[config.mk]
export PLATFORM = sky130hd
export DESIGN_NAME = cpld_xc2c64a_top
export DESIGN_NICKNAME = d
export VERILOG_FILES = /design/src/rtl/cpld_xc2c64a_top.sv
export SDC_FILE = /design/constraint.sdc
export NUM_CORES = 1
export LEC_CHECK = 0
export ABC_AREA = 1
export CAP_MARGIN = 15
export CORE_MARGIN = 4
export CORE_UTILIZATION = 27
export CTS_CLUSTER_SIZE = 14
export DETAILED_ROUTE_END_ITERATION = 7
export PLACE_DENSITY_LB_ADDON = 0.08
export SYNTH_ARGS = -nofsm -noshare
export SYNTH_HDL_FRONTEND = slang
export SYNTH_SLANG_ARGS = --single-unit
[constraint.sdc]
create_clock -name clk_system -period 1.4 [get_ports clk_system]
set_input_delay 0.21 -clock clk_system [delete_from_list [all_inputs] [get_ports clk_system]]
set_output_delay 0.21 -clock clk_system [all_outputs]
set_load 0.03 [all_outputs]
[src/rtl/cpld_xc2c64a_top.sv]
// rtl/cpld_xc2c64a_top.sv - XC2C64A LED cube top: reset stretcher and button sync/debounce
module cpld_xc2c64a_top #(
    parameter int CLK_HZ            = 24_000_000,
    parameter int SYNC_STAGES       = 2,
    parameter int DEBOUNCE_CYCLES   = 120_000,
    parameter int RESET_HOLD_CYCLES = 240_000
) (
    input  logic clk_system,
    input  logic reset_system,
    input  logic mode_selector_in,
    input  logic light_selector_in,
    output logic resetn_cube,
    output logic mode_selector_out,
    output logic light_selector_out
);

    localparam int DW = $clog2(DEBOUNCE_CYCLES) + 1;
    localparam int HW = $clog2(RESET_HOLD_CYCLES) + 1;
    localparam logic [DW-1:0] DB_LAST   = DW'(DEBOUNCE_CYCLES - 1);
    localparam logic [DW-1:0] DB_ONE    = DW'(1);
    localparam logic [HW-1:0] HOLD_LAST = HW'(RESET_HOLD_CYCLES - 1);
    localparam logic [HW-1:0] HOLD_ONE  = HW'(1);

    logic [HW-1:0] hold_cnt;
    logic [1:0]    btn_in;
    logic [1:0]    sel_q;

    assign btn_in             = {light_selector_in, mode_selector_in};
    assign mode_selector_out  = sel_q[0];
    assign light_selector_out = sel_q[1];

    // Counter stops advancing once resetn_cube is released, so it saturates.
    always_ff @(posedge clk_system) begin
        if (reset_system) begin
            hold_cnt    <= '0;
            resetn_cube <= 1'b0;
        end else if (!resetn_cube) begin
            if (hold_cnt == HOLD_LAST) begin
                resetn_cube <= 1'b1;
            end else begin
                hold_cnt <= hold_cnt + HOLD_ONE;
            end
        end
    end

    for (genvar b = 0; b < 2; b++) begin : g_btn
        logic [SYNC_STAGES-1:0] sync_q;
        logic [DW-1:0]          db_cnt;
        logic                   stable;

        always_ff @(posedge clk_system) begin
            if (reset_system) begin
                sync_q <= '1;
            end else begin
                sync_q <= {sync_q[SYNC_STAGES-2:0], btn_in[b]};
            end
        end

        // A new level is accepted only after DEBOUNCE_CYCLES consecutive differing samples.
        always_ff @(posedge clk_system) begin
            if (reset_system) begin
                db_cnt <= '0;
                stable <= 1'b1;
            end else if (sync_q[SYNC_STAGES-1] == stable) begin
                db_cnt <= '0;
            end else if (db_cnt == DB_LAST) begin
                db_cnt <= '0;
                stable <= sync_q[SYNC_STAGES-1];
            end else begin
                db_cnt <= db_cnt + DB_ONE;
            end
        end

        always_ff @(posedge clk_system) begin
            if (reset_system || !resetn_cube) begin
                sel_q[b] <= 1'b1;
            end else begin
                sel_q[b] <= stable;
            end
        end
    end

endmodule

# Word-level counts from Yosys, hierarchy flattened
# Index checks and enable logic that the tools add are counted.
[op_classes]
n_reduce_logical = 7
n_bitwise = 4
add_sub_neg = 3
muxes = 2
eq_ne = 5
[op_table]
columns = ["cell", "count"]
rows = [
  ["adder 18 x 1 -> 18 bit, second input constant", 2],
  ["equality test 18 x 17 -> 1 bit, second input constant", 2],
  ["adder 19 x 1 -> 19 bit, second input constant", 1],
  ["equality test 19 x 18 -> 1 bit, second input constant", 1],
  ["AND reduction 2 bit", 3],
  ["OR reduction 3 bit", 2],
  ["inverter 1 bit", 4],
  ["equality test 1 bit", 2],
  ["2-to-1 mux 1 bit", 2],
  ["logical NOT 1 bit", 1],
  ["logical OR 1 bit", 1],
]
[word_totals]
out_inout_bits = 3
input_bits = 4
wordCells = 31
register_bits = 64

# Longest topological paths before layout
# Gate-level depths: netlist of the first run.
[depth]
depth_word = 3
depth_mapped = 10
depth_no_buf = 10

# Least setup slack after synthesis of the first run
# No wires, ideal clock.
[synth_path]
path_kind = "register to register"
from = "register g_btn[0].db_cnt[0]"
to = "register g_btn[0].db_cnt[0]"
synth_period_minus_slack_ps = 1472
path_buffers = 1
t_required_ps = 1280
arrival_time_ps = 1352
path_stages_with_launch = 8
setup_ps = 120
path_slack_ps = -72
path_cell_list = "dfxtp_1 -> ha_1 -> nand3_1 -> nor2_2 -> nand3_2 -> nand2_2 -> buf_6 -> nor2_1"
[synth_between]
elab_chain_len = 2
[synth_lines]
columns = ["item", "line", "text"]
rows = [
  ["from (decl)", "48", "logic [DW-1:0] db_cnt;"],
  ["from (signal assigned)", "70", "db_cnt <= db_cnt + DB_ONE;"],
  ["branches (longest 2 deep; another with adder 18 x 1 -> 18 bit)", "--", ""],
]
# Parallel ways; which one is timed is not known.
# A chain may end at the register's enable or synchronous reset.

# Final worst setup path of the first run
[layout_path]
from = "register hold_cnt[1]"
to = "register hold_cnt[12]"
[layout_between]
elab_chain_len = 3
[layout_lines]
columns = ["item", "line", "text"]
rows = [
  ["from (decl)", "24", "logic [HW-1:0] hold_cnt;"],
  ["from (signal assigned)", "41", "hold_cnt <= hold_cnt + HOLD_ONE;"],
  ["branches (longest 3 deep; another with adder 19 x 1 -> 19 bit)", "--", ""],
]
# Parallel ways; which one is timed is not known.

==> out/qor.yml, run 1 <==
clock_tree:
  clock_path_buffers: 2
  cts-root-buf: "clkbuf_16"
  cts-buffers-inserted: 9
  clock_latency_ns: 0.33
  cts.clk_slew.worst_paths_ns: 0.05
  cts_tree: "done"
  htree_levels: 3
  cts.sinks: 64
synth:
  yosys.area.top_type: "dfxtp_1"
  yosysTopAreaCellShare_pct: 40.0
  yosysSeqAreaShare_pct: 40.0
  synth_seq_cells: 64
  synth_commonest_cells: "92 x nand2_1, 64 x dfxtp_1, 64 x nor2_1"
  synth_area_leaders: "dfxtp_1 40%, nand2_1 11%, nor2_1 7.5%"
  yosysWarnings: 0
  synth_fp_nets: 444
  synth-async-reset-ratio_pct: 0
  synth_most_common_cell: "nand2_1"
  synth_edf_count: 0
  synth_area_per_cell_um2: 7.34
  netlist_area_um2: 3210
  ys_types: 32
  syn-instance-count: 437
  synth_flop_cell: "dfxtp_1"
pwr:
  seq_power_share_pct: 43.6
  power.leakage_nw: 1.64
  peakVddDrop_v: 0.000399
  switching_share_pct: 20.6
  power.density_nw_per_um2: 934
  switchingPower_uw: 873
  p_int_mw: 3.37
  clkPwrFrac_pct: 53.4
  p_comb_share_pct: 3.0
route:
  drc: 0
  wl_per_cell_um: 11.6
  vias: 2954
  viasPerCell: 4.48
  ant_nets: 0
  finalWirelength_um: 7660
  drt_iter0_drc: 97
  dr.pass1.iters: 4
sta:
  whs_ns: 0.407
  fmax_mhz: 726
  period_share_pct: 98.4
  worst_pin_slew_ns: 0.402
  skew_ns: 0.00445
  slew_headroom_pct: 73.1
  hold_viol: 0
  setup_violations: 0
  slew_violations: 0
  timing.final.crit_period_ns: 1.38
  rsz0062_at_grt: "yes"
global_routing:
  grt_pass1_vias: 2809
  antenna_found_initial: 0
  grt_start_max_net_pins: 18
  grt_pass1_wl_um: 13000
  grt_usage_pct: 12.1
  overflow: 0
setup_path:
  slowest_stage: "dfxtp_4"
  required_ns: 1.63
  crit_arrival_ns: 1.60
  r2r_slack_ns: 0.02
  criticalPathCategory: "reg2reg"
  crit_chain: "ha_4 > nand3_4 > nor2_4 > nand3_2 > or2_1 > o21ai_1 > nor2_1"
  cpPeakStageDelay_ns: 0.36
  start_kind: "flip-flop"
  cp_max_fo: 3
  endpoint_kind: "flip-flop"
floorplan:
  dieArea_um2: 13700
  ioPinCount: 7
  coreArea_um2: 11500
  die-width_um: 117
  fp.dieH_um: 117
  rows: 39
  start_util_pct: 27.8
finish:
  area_growth_syn_to_layout_pct: 41.9
  multi_input_area_um2: 2010
  final_core_util_pct: 39.5
  diodes: 0
  final_nets: 518
  fin_cells: 659
  ff_latch_area_um2: 1310
  fin_area_um2: 4550
  drive_gt1_share_pct: 32.4
  nFillCells: 1196
placement:
  port-buffer-count: 6
  dp_hpwl_um: 5480
  place_area_um2: 3820
  gp_congestion: 0.747
  dpl.cell_count: 631
run_status:
  status: "complete, no violations"
worst_hold_path:
  hold_path.class: "reg2reg"
run:
  drv_cap: 0
[layer usage]
layer  GRT usage, %  vias to the layer above  wire [µm]
li1               -                     1559          -
met5              0                        -          0
met4           6.19                        0        161
met2           18.2                       19       3350
met3           2.47                       12        154
met1           16.5                     1364       3990
[logic make-up after synthesis]
| kind of cell | after synthesis | synth area share [%] |
|---|---|---|
| simple gates | 259 | 39.4 |
| flops | 64 | 40.0 |
| buf+inv | 53 | 7.77 |
| compound gates | 37 | 5.97 |
| xor+xnor | 21 | 5.74 |
| fa+ha+maj | 3 | 1.17 |
[through the flow]
step                      total power, mW  setup TNS [ns]  worst slack (ns)
final                                4.25               0            0.0229
after CTS                            4.31          -0.109           -0.0321
after global placement               1.98           -1.46           -0.0745
after floorplan                      1.94         -0.0617          -0.00769
after global routing                 4.41           -1.15           -0.0848
after detailed placement             1.99           -2.40           -0.0935
[cells in the final DEF, fill, tap and decap left out, types with 6 or more instances in the layout]
master	n
o21ai_0	6
nand4_1	13
a21oi_1	23
nand3_4	6
dfxtp_2	13
clkbuf_16	9
nand3_2	7
nand3_1	24
nor2_1	59
inv_1	37
dfxtp_1	49
nor3_1	9
buf_4	54
nand2_4	6
nor2_2	6
xor2_1	15
buf_6	8
nor2_4	11
nand2_1	85
[state kept, by name (all words and copies together) (netlist names)]
| register | count |
|---|---|
| hold_cnt | 19 |
| g_btn.sync_q | 4 |
| g_btn.stable | 2 |
| g_btn.db_cnt | 36 |
| resetn_cube | 1 |
| light_selector_out | 1 |
| mode_selector_out | 1 |
[layout make-up]
class	count	area share [%]
clock buffers	13	5.72
inverters	45	3.85
flip-flops and latches	64	28.7
repair buffers	69	12.8
multi-input cells	322	44.1
clock inverters	3	0.880
well taps	143	3.93
[critical path, delay by kind of cell (launching register included)]
kind	cells	cell delay, ns
and+or+nand+nor	5	0.62
DFF	1	0.36
adders and majority gates	1	0.17
AOI/OAI and AO/OA	1	0.12
[power by group through the flow]
stage	sequential [mW]	combinational [mW]	clock [mW]
after detailed placement	1.89	0.100	0
after CTS	1.85	0.108	2.35
final	1.85	0.128	2.27
after floorplan	1.89	0.0579	0
after global placement	1.89	0.0992	0
after global routing	1.85	0.144	2.42
[final timing paths]
kind,start,to,cells past startpoint
max,hold_cnt[1],hold_cnt[12],7
min reg2reg,g_btn[0].sync_q[0],g_btn[0].sync_q[1],1
max reg2reg,hold_cnt[1],hold_cnt[12],7
min,g_btn[0].sync_q[0],g_btn[0].sync_q[1],1
[repair_timing]
item	CTS	global route
hold buffers	0	0
setup buffers	3	7
cloned	0	2
gates resized for setup	20	62
pin swaps	6	20
setup endpoints to repair	51	56
endpoints found under the hold margin	0	0
Note: power is estimated with default switching activity, not from simulation.
==> run 2: changes to the inputs <==
- CORE_MARGIN: 4 -> 2
==> run 2 against run 1 <==
Compared with the run above: the run now ends with setup timing left; critical path depth increased by 2; cell area increased by 2.0%; core utilization increased by 0.78 points; global-route usage increased by 1.3 points; sequential power about the same; cell count increased by 0.91%; clock-buffer cell count increased by 2; worst setup slack got worse by 0.044 ns; power decreased by 4.7%; clock skew decreased by 0.0014 ns; critical path type unchanged; largest cell class unchanged.
==> out/qor.yml, run 2 (synthesis results as in run 1) <==
floorplan:
  rows: 39  # unchanged
  fp.dieH_um: 113  # was 117 µm
  coreArea_um2: 11500  # unchanged
  die-width_um: 113  # was 117 µm
  start_util_pct: 27.8  # unchanged
  dieArea_um2: 12800  # was 13700 µm²
  ioPinCount: 7  # unchanged
run_status:
  violations: "setup timing"
  status: "complete, but fails checks"  # was complete, no violations
finish:
  final_nets: 525  # was 518
  max_flop_register: "g_btn.db_cnt"  # unchanged
  layout.cells.most_common_list: "79 x nand2_1, 63 x buf_4, 54 x dfxtp_1"  # was 85 x nand2_1, 59 x nor2_1, 54 x buf_4
  final_core_util_pct: 40.3  # was 39.5%
  diodes: 0  # unchanged
  drive_gt1_share_pct: 36.4  # was 32.4%
  nFillCells: 1206  # was 1196
  layout_commonest_cell: "nand2_1"  # unchanged
  reg_top3: "g_btn.db_cnt (36), hold_cnt (19), g_btn.sync_q (4)"  # unchanged
  ff_latch_area_um2: 1300  # was 1310 µm²
  multi_input_area_um2: 2130  # was 2010 µm²
  largest_reg_flops: 36  # unchanged
  area_growth_syn_to_layout_pct: 44.7  # was 41.9%
clock_tree:
  cts-root-buf: "clkbuf_16"  # unchanged
  cts.sinks: 64  # unchanged
  htree_levels: 3  # unchanged
  cts-buffers-inserted: 9  # unchanged
  clock_latency_ns: 0.33  # about the same
  clock_path_buffers: 2  # unchanged
  ctsHoldBuffers: 0  # unchanged
  cts.clk_slew.worst_paths_ns: 0.05  # about the same
  cts_tree: "done"  # unchanged
setup_path:
  criticalPathCategory: "reg2reg"  # unchanged
  cp_max_fo: 5  # was 3
  slowest_stage: "dfxtp_2"  # was dfxtp_4
  cpPeakStageDelay_ns: 0.35  # was 0.36 ns
  required_ns: 1.62  # was 1.63 ns
  endpoint_kind: "flip-flop"  # unchanged
  crit_chain: "ha_4 > nand2_4 > nor2_4 > nand3_4 > nor2_4 > nand3_4 > buf_12 > nand2_8 > nor2_2"  # was ha_4 > nand3_4 > nor2_4 > nand3_2 > or2_1 > o21ai_1 > nor2_1
  timing.critical_path.buf_inv: 1  # was 0
  cpLargestDelayFamily: "simple AND/OR/NAND/NOR gates"  # unchanged
  start_kind: "flip-flop"  # unchanged
  crit_arrival_ns: 1.64  # was 1.60 ns
route:
  drc: 0  # unchanged
  viasPerCell: 4.48  # about the same
  dr.pass1.iters: 4  # unchanged
  drt_iter0_drc: 107  # was 97
  wl_per_cell_um: 12.3  # was 11.6 µm
  ant_nets: 0  # unchanged
  finalWirelength_um: 8170  # was 7660 µm
  vias: 2982  # was 2954
pwr:
  peakVddDrop_v: 0.000428  # was 0.000399 V
  power.density_nw_per_um2: 873  # was 934 nW/µm²
  power.leakage_nw: 1.65  # was 1.64 nW
  p_total_mw: 4.05  # was 4.25 mW
sta:
  setup_violations: 5  # was 0
  slew_headroom_pct: 75.3  # was 73.1%
  fmax_mhz: 704  # was 726 MHz
  hold_viol: 0  # unchanged
  period_share_pct: 102  # was 98.4%
  worst_pin_slew_ns: 0.370  # was 0.402 ns
  slew_violations: 0  # unchanged
  rsz0062_at_grt: "yes"  # unchanged
  fin_ws_ns: -0.0212  # was 0.0229 ns
  skew_ns: 0.00303  # was 0.00445 ns
  timing.final.crit_period_ns: 1.42  # was 1.38 ns
global_routing:
  grt_pass1_wl_um: 13600  # was 13000 µm
  grt_start_max_net_pins: 18  # unchanged
  overflow: 0  # unchanged
  grt_usage_pct: 13.5  # was 12.1%
  grt_pass1_vias: 2854  # was 2809
  antenna_found_initial: 0  # unchanged
run:
  drv_cap: 0  # unchanged
placement:
  port-buffer-count: 6  # unchanged
  gp_congestion: 0.761  # was 0.747
  dp_hpwl_um: 5400  # was 5480 µm
worst_hold_path:
  hold_path.class: "in2reg"  # was reg2reg
-- run 2: cell types whose count changed in the layout (fill, tap and decap cells not counted), sizes merged --
cell / before / now
bufinv: 1 / 0
clkinv: 3 / 1
dlymetal6s2s: 0 / 1
buf: 64 / 68
nand2: 100 / 103
clkdlybuf4s50: 3 / 2
clkbuf: 13 / 15
-- run 2: per-layer routing --
metal / track usage [%] / share of wire (%) / vias to the layer above
li1: - / - / 1579
met1: 17.3 / 50 / 1370
met2: 21.4 / 46 / 22
met3: 2.52 / 1.9 / 11
met4: 7.40 / 2.3 / 0
met5: 0 / 0 / -
-- run 2: path summary, 6_finish.rpt --
check | from | to | slack [ns] | depth (start not counted)
worst max register to register | g_btn[1].db_cnt[0] | g_btn[1].db_cnt[15] | -0.02 | 9
worst max-delay path | g_btn[1].db_cnt[0] | g_btn[1].db_cnt[15] | -0.02 | 9
worst min register to register | g_btn[1].sync_q[0] | g_btn[1].sync_q[1] | 0.40 | 1
worst min-delay path | reset_system | mode_selector_out | 0.36 | 3
-- run 2: through the flow --
step	TNS (ns)	cells	worst slack (ns)	instance area, µm²	hold slack (ns)
2_1_floorplan	-0.0617	437	-0.00769	3250	0.314
3_3_place_gp	-2.19	635	-0.0673	3850	0.394
3_5_place_dp	-3.00	635	-0.122	3850	0.392
4_1_cts	-0.0331	656	-0.0118	4290	0.404
5_1_grt	-1.25	665	-0.0888	4640	0.400
6_report	-0.0737	665	-0.0212	4640	0.357
-- run 2: what timing repair did --
item                       4_1_cts  5_1_grt
buffers inserted                 4        7
pin swaps                       12       27
cloned                           3        2
setup endpoints to repair       48       55
gates resized for setup         27       74
-- run 2: power by group --
group | total [mW] | switching, mW | internal, mW
registers | 1.85 | 0.0124 | 1.84
clock network | 2.07 | 0.779 | 1.29
logic | 0.132 | 0.0702 | 0.0615
total | 4.05 | 0.862 | 3.19
-- run 2: area by class of cell --
type	count	area share, %
multi-input cells	325	45.8
flip-flops and latches	64	27.9
repair buffers	73	12.9
clock buffers	15	5.77
well taps	143	3.86
inverters	45	3.72
-- run 2: tightest hold or removal path, delay by kind of cell --
family                 cells  cell delay [ns]
buffers and inverters      1             0.28
AND/OR/NAND/NOR            2             0.16
